==> src/rtl/mem_stage.sv <==
// mem_stage: MEM pipeline stage. Issues load/store requests to data memory
// over a req/ack handshake, formats store lanes and load data, stalls the
// upstream stages while an access is outstanding and drives the memwb inputs.
// Optional build macro MISALIGN_TRAP_EN adds o_misalign and suppresses
// misaligned halfword/word accesses instead of aligning them down.
module mem_stage #(
  parameter int AW = 32
) (
  input  logic          clk,
  input  logic          rst_n,
  input  logic          i_valid,
  input  logic [31:0]   i_aluo,
  input  logic [31:0]   i_rs2_data,
  input  logic [4:0]    i_rd,
  input  logic [31:0]   i_imm,
  input  logic [2:0]    i_funct3,
  input  logic          i_mem_r,
  input  logic          i_mem_w,
  input  logic          i_mem_t_reg,
  input  logic          i_reg_w,
  input  logic          i_rd_in,
  output logic          dmem_req,
  output logic          dmem_we,
  output logic [AW-1:0] dmem_addr,
  output logic [3:0]    dmem_be,
  output logic [31:0]   dmem_wdata,
  input  logic [31:0]   dmem_rdata,
  input  logic          dmem_ack,
  output logic [31:0]   o_ddata,
  output logic [31:0]   o_aluo,
  output logic [4:0]    o_rd,
  output logic [31:0]   o_imm,
  output logic          o_mem_t_reg,
  output logic          o_reg_w,
  output logic          o_rd_in,
  output logic          o_stall
`ifdef MISALIGN_TRAP_EN
  , output logic        o_misalign
`endif
);

  typedef enum logic [1:0] {IDLE, WAIT, DONE} state_t;
  state_t state, state_nx;

  // latched copy of the request, held from issue through DONE
  logic [31:0] l_aluo, l_rs2, l_imm, l_ddata;
  logic [4:0]  l_rd;
  logic [2:0]  l_f3;
  logic        l_we, l_mem_t_reg, l_reg_w, l_rd_in;

  // request source: live inputs in the IDLE issue cycle, latched copy after
  logic [31:0] s_addr, s_rs2;
  logic [2:0]  s_f3;
  logic        s_we;
  logic        is_mem, misal, issue;

  function automatic logic [31:0] ld_fmt(input logic [31:0] d, input logic [1:0] a,
                                         input logic [2:0] f3);
    logic [7:0]  b;
    logic [15:0] h;
    logic [31:0] r;
    b = d[{a, 3'b000} +: 8];
    h = a[1] ? d[31:16] : d[15:0];
    case (f3)
      3'b000:  r = {{24{b[7]}}, b};
      3'b100:  r = {24'b0, b};
      3'b001:  r = {{16{h[15]}}, h};
      3'b101:  r = {16'b0, h};
      default: r = d;                 // W and undefined sizes
    endcase
    return r;
  endfunction

  function automatic logic [3:0] st_be(input logic [1:0] a, input logic [2:0] f3);
    logic [3:0] r;
    case (f3)
      3'b000:  r = 4'b0001 << a;
      3'b001:  r = 4'b0011 << {a[1], 1'b0};
      default: r = 4'b1111;
    endcase
    return r;
  endfunction

  function automatic logic [31:0] st_data(input logic [31:0] d, input logic [2:0] f3);
    logic [31:0] r;
    case (f3)
      3'b000:  r = {4{d[7:0]}};
      3'b001:  r = {2{d[15:0]}};
      default: r = d;
    endcase
    return r;
  endfunction

  assign is_mem = i_valid & (i_mem_r | i_mem_w);

`ifdef MISALIGN_TRAP_EN
  // H/HU need an even address; W (and sizes treated as W) need word alignment
  assign misal = is_mem &
                 ((((i_funct3 == 3'b001) | (i_funct3 == 3'b101)) & i_aluo[0]) |
                  (!(i_funct3 inside {3'b000, 3'b100, 3'b001, 3'b101}) & (i_aluo[1:0] != 2'b00)));
  assign o_misalign = rst_n & (state == IDLE) & misal;
`else
  assign misal = 1'b0;
`endif

  assign issue  = (state == IDLE) & is_mem & !misal;
  assign s_addr = (state == IDLE) ? i_aluo     : l_aluo;
  assign s_rs2  = (state == IDLE) ? i_rs2_data : l_rs2;
  assign s_f3   = (state == IDLE) ? i_funct3   : l_f3;
  assign s_we   = (state == IDLE) ? i_mem_w    : l_we;   // r&w together is a store

  assign dmem_we    = s_we;
  assign dmem_addr  = {s_addr[AW-1:2], 2'b00};
  assign dmem_be    = s_we ? st_be(s_addr[1:0], s_f3) : 4'b1111;
  assign dmem_wdata = st_data(s_rs2, s_f3);

  // state register
  always_ff @(posedge clk or negedge rst_n) begin
    if (!rst_n) state <= IDLE;
    else        state <= state_nx;
  end

  // latch the request on issue, capture formatted load data on ack
  always_ff @(posedge clk or negedge rst_n) begin
    if (!rst_n) begin
      l_aluo <= '0; l_rs2 <= '0; l_imm <= '0; l_ddata <= '0; l_rd <= '0; l_f3 <= '0;
      l_we <= 1'b0; l_mem_t_reg <= 1'b0; l_reg_w <= 1'b0; l_rd_in <= 1'b0;
    end else begin
      if (issue) begin
        l_aluo <= i_aluo; l_rs2 <= i_rs2_data; l_imm <= i_imm; l_rd <= i_rd;
        l_f3 <= i_funct3; l_we <= i_mem_w; l_mem_t_reg <= i_mem_t_reg;
        l_reg_w <= i_reg_w; l_rd_in <= i_rd_in;
      end
      if (dmem_req && dmem_ack)
        l_ddata <= s_we ? 32'h0 : ld_fmt(dmem_rdata, s_addr[1:0], s_f3);
    end
  end

  // next state, handshake and memwb-facing outputs
  always_comb begin
    state_nx    = state;
    dmem_req    = 1'b0;
    o_stall     = 1'b0;
    o_aluo      = i_aluo;
    o_rd        = i_rd;
    o_imm       = i_imm;
    o_rd_in     = i_rd_in;
    o_ddata     = 32'h0;
    o_reg_w     = i_valid & i_reg_w;
    o_mem_t_reg = i_valid & i_mem_t_reg;
    case (state)
      IDLE: begin
        if (is_mem) begin
          o_reg_w     = 1'b0;
          o_mem_t_reg = 1'b0;
          if (!misal) begin
            dmem_req = 1'b1;
            o_stall  = 1'b1;
            state_nx = dmem_ack ? DONE : WAIT;
          end
        end
      end
      WAIT: begin
        dmem_req    = 1'b1;
        o_stall     = 1'b1;
        o_reg_w     = 1'b0;
        o_mem_t_reg = 1'b0;
        if (dmem_ack) state_nx = DONE;
      end
      DONE: begin
        o_aluo      = l_aluo;
        o_rd        = l_rd;
        o_imm       = l_imm;
        o_rd_in     = l_rd_in;
        o_ddata     = l_ddata;
        o_reg_w     = l_reg_w & !l_we;
        o_mem_t_reg = l_mem_t_reg;
        state_nx    = IDLE;
      end
      default: state_nx = IDLE;
    endcase
    // reset drops the handshake and bubbles memwb immediately
    if (!rst_n) begin
      dmem_req    = 1'b0;
      o_stall     = 1'b0;
      o_reg_w     = 1'b0;
      o_mem_t_reg = 1'b0;
    end
  end

endmodule

==> config.mk <==
export PLATFORM = sky130hd
export DESIGN_NAME = mem_stage
export DESIGN_NICKNAME = d
export VERILOG_FILES = /design/src/rtl/mem_stage.sv
export SDC_FILE = /design/constraint.sdc
export NUM_CORES = 1
export LEC_CHECK = 0
export CORE_MARGIN = 2
export CORE_UTILIZATION = 48
export CTS_BUF_LIST = sky130_fd_sc_hd__clkbuf_16
export CTS_CLUSTER_DIAMETER = 120
export DETAILED_ROUTE_END_ITERATION = 10
export PLACE_DENSITY = 0.86
export SYNTH_ARGS = -nofsm -noshare
export SYNTH_HDL_FRONTEND = slang
export SYNTH_SLANG_ARGS = --single-unit
==> constraint.sdc <==
create_clock -name clk -period 7.85 [get_ports clk]
set_input_delay 2.355 -clock clk [delete_from_list [all_inputs] [get_ports clk]]
set_output_delay 2.355 -clock clk [all_outputs]
set_load 0.03 [all_outputs]
### After elaboration in Yosys (flattened, before gate mapping)

Index checks and enable logic that the tools add are counted.

* equality and inequality tests: 7
* shifts and indexed selects: 3
* muxes and demuxes: 28
* bitwise gates (word level): 6
* reduce and logical (&&, ||, !) cells: 5

Operator list (count)
* $mux 32: 6
* $pmux 32 s4: 1
* $pmux 32 s2: 1
* $shiftx 32x6->8: 1
* $mux 16: 1
* $mux 1: 8
* $pmux 4 s2: 1
* $eq 3x3->1 const B: 2
* $mux 2: 3
* $pmux 1 s3: 2
* $and 1x1->1: 5
* $mux 5: 1
* $mux 4: 1
* $ne 2x2->1 const B: 2
* $pmux 2 s2: 1
* $shl 1x2->4 const A: 1
* $shl 2x2->4 const A: 1
* $eq 3x1->1 const B: 1
* $logic_not 3->1: 1
* $mux 3: 1
* $eq 2x1->1 const B: 1
* $eq 2x2->1 const B: 1
* $logic_not 2->1: 1
* $pmux 1 s2: 1
* 4 further kinds: 4

* register bits: 142
* input bits: 145
* output and inout bits: 175
* logic and storage cells: 60

### Depth between registers and ports, before layout

* depth in word-level cells: 6
* mapped depth: 10
* gate-level depth less buffers: 5

### Worst setup path before layout

OpenSTA, ideal clock, no wires.

* path kind: input port to output port
* start point: input port i_funct3[1]
* end point: output port dmem_be[0]
* arrival: 3.884 ns
* required time: 5.495 ns
* setup slack: 1.611 ns
* stages on the path: 6
* buffers on the path: 1
* path through: nor4b_1 > a31oi_1 > nand2b_1 > clkbuf_1 > and2_1 > o21ai_0

* longest elaborated chain between the ends: 4
* elaborated cells on any way between the ends: 5
* classes of those cells: eq/ne: 1; mux: 3; reduce/logical: 1

RTL lines
* from (decl): line 16 `input logic [2:0] i_funct3,`
* $mux 3 (*): line 109 `assign s_f3 = (state == IDLE) ? i_funct3 : l_f3;`
* $eq 3x1->1 or $logic_not 3->1 (tied branches): line 76 `case (f3)`
* $pmux 4 s2 (*): line 76
* $mux 4 (*): line 114 `assign dmem_be = s_we ? st_be(s_addr[1:0], s_f3) : 4'b1111;`
* to (decl): line 25 `output logic [3:0] dmem_be,`

Every way passes the cells marked *; elsewhere a longest branch is shown, timed or not.

### Worst setup path in the final report

* start point: input port i_funct3[1]
* end point: output port dmem_wdata[11]

* longest elaborated chain between the ends: 3
* elaborated cells on any way between the ends: 4
* classes of those cells: eq/ne: 1; mux: 2; reduce/logical: 1

RTL lines
* $mux 3 (*): line 109
* $eq 3x1->1 or $logic_not 3->1 (tied branches): line 86 `case (f3)`
* $pmux 32 s2 (*): line 86
* to (decl): line 26 `output logic [31:0] dmem_wdata,`

Marked as above.

==> impl_metrics.toml <==
[logic_synthesis]
synth-xor-area-share_pct = 0
yosysTopAreaCellShare_pct = 42.4
yosysMostFrequentCell = "nand2_1"
synth_flop_cell = "dfrtp_1"
synth_common_cells = "nand2_1 (340), dfrtp_1 (142), mux2_2 (118)"
synth-compound-area-share_pct = 11.7
yosys.area_share.simple_pct = 22.4
synth_edf_count = 0
yosysSeqAreaShare_pct = 42.4
yosys.area.top_type = "dfrtp_1"
synth_area_leaders = "dfrtp_1 (42%), mux2_2 (16%), nand2_1 (15%)"
synth_top_family_by_area = "simple AND/OR/NAND/NOR gates"
netlist_area_sq_mm = 0.00838
yosysWarnings = 0
synth-seq-cells = 142
synth_adder_area_share_pct = 0
synth_mux_area_share_pct = 19.1
synth.distinct_cells = 54
syn_avg_cell_area_sq_um = 9.04
synthArstFlopShare_pct = 100
syn_inst = 927

[cells_and_area]
area_growth_pct = 45.3
register_area_sq_mm = 0.00355
num_antenna_cells = 0
nets = 1355
final_area_sq_mm = 0.0122
fill_cells = 1304
drive_gt1_share_pct = 15.1
multi_input_area_sq_mm = 0.00450

[floorplan]
die_w_microns = 136
rows = 48
die_area_sq_mm = 0.0185
start_util_pct = 48.8
die_h_microns = 136
fp.coreArea_sq_mm = 0.0172
io_pins = 320

[clock_network]
clk_pin_slew_ns = 0.06
clock_path_buffers = 2
cts_buffers = 17
post_cts_buffers = 0
cts_tree = "yes"
cts_repair_resize_count = 0
hold_buffers = 0
h-tree-depth = 4
clock_sinks = 142
clkLatencyLatePin_ns = 0.42
cts_root_buffer = "clkbuf_16"

[worst_hold_path]
min_to = "l_ddata[20]"
hp-class = "flip-flop to flip-flop"
whs_path_depth = 2
hp-start = "l_ddata[20]"

[power]
power_leakage_nw = 5.38
peakVddDrop_mv = 0.151
power_density_mw_per_mm2 = 245

[timing]
post-route-period-util_pct = 95.2
slew_headroom_pct = 27.7
grt_setup_unrepaired = "false"
clock_skew_ns = 0.0105
timing.hold.ws_ns = 0.472
worst_slew_pin_slew_ns = 1.09
hold_viol = 0
fin_tns_setup_ns = 0
setup_violations = 0
fin_crit_ns = 7.47
slew_violations = 0
clock.fmax_ghz = 0.134

[setup_path]
r2r-start = "state[1]"
crit_required_ns = 5.50
cp-end-kind = "primary output"
path_max_fanout = 17
arrival_ns = 5.12
rr_worst_depth = 6
crit_path_start_kind = "input port"
regToRegEndpoint = "l_ddata[18]"
rrSetupSlack_ns = 4.22
worstSetupPathType = "input port to primary output"

[detailed_routing]
vias_per_cell = 5.55
dr.pass1.iters = 4
ant_nets = 0
post-route-drc-count = 0
drt_iter0_markers = 559
routedWlPerCell_microns = 18.9
wl_microns = 27400
via_count = 8031

[placed_design]
dpl_cell_area_sq_mm = 0.0116
place.port_buffers = 317
place.gp.congestion = 0.856
dp_hpwl_microns = 19300

[grt]
grt_pass1_wl_microns = 41900
grt_use_total_pct = 29.1
grt_max_degree = 104
grt_pass1_vias = 7769
antenna_found_initial = 0
gr-total-overflow = 0

[outcome]
status = "finished clean"

[run]
drv_cap = 0
==> metal layers <==
layer | up-vias | global-route usage, % | share of wire (%)
met5 | - | 0 | 0
met4 | 0 | 12.0 | 3.6
met3 | 69 | 7.83 | 7.7
met2 | 355 | 47.7 | 49
met1 | 3900 | 36.5 | 40
li1 | 3707 | - | -
==> power by group <==
part	internal [mW]	total, mW	switching (mW)
Clock	0.454	0.757	0.303
Sequential	0.907	1.01	0.106
Combinational	0.535	1.22	0.682
==> cell families (layout without fill, tap and decap cells) <==
family	Yosys count	count (layout)
AOI/OAI and AO/OA	120	120
buffers and inverters	76	370
DFF	142	142
muxes	145	145
other	1	2
and+or+nand+nor	443	443
==> area by class of cell <==
class,instances,area share [%]
clock buffers,17,3.49
clock inverters,14,0.915
inverters,10,0.308
multi-input cells,710,37.0
flip-flops and latches,142,29.2
well taps,225,2.31
repair buffers,329,26.8
==> worst max-delay path by stage <==
stage                     endpoint  slack, ns   startpoint
finish              dmem_wdata[11]       0.38  i_funct3[1]
floorplan               dmem_be[0]       1.61  i_funct3[1]
detailed placement  dmem_wdata[11]       0.41  i_funct3[1]
global route        dmem_wdata[11]       0.19  i_funct3[1]
CTS                 dmem_wdata[11]       0.40  i_funct3[1]
global placement    dmem_wdata[14]       0.53  i_funct3[1]
==> layout by cell type (no fill, tap or decap), types with 17 or more instances in the layout <==
cell type        instances
a21oi_1                 17
nor2_1                  33
o21ai_0                 21
clkdlybuf4s50_1        316
and2_1                  46
clkbuf_16               17
mux2i_1                 25
nand2_1                339
mux2_2                 118
dfrtp_1                142
==> worst max-delay path: stages <==
cell             delay, ns
clkdlybuf4s50_1       0.58
nor4_1                0.10
a21oi_2               0.48
nand2b_1              0.63
nor2_1                0.09
a21oi_1               0.17
clkdlybuf4s50_1       0.71
==> per-stage QoR <==
stage	util, %	worst slack, ns	power [mW]	cells
after global placement	67.8	0.530	2.20	1416
after detailed placement	67.8	0.414	2.23	1416
final	70.9	0.378	2.99	1447
after floorplan	-	1.61	1.75	928
after CTS	70.9	0.404	3.00	1447
after global routing	70.9	0.186	3.12	1447
Power figures use the tool's default switching activity.
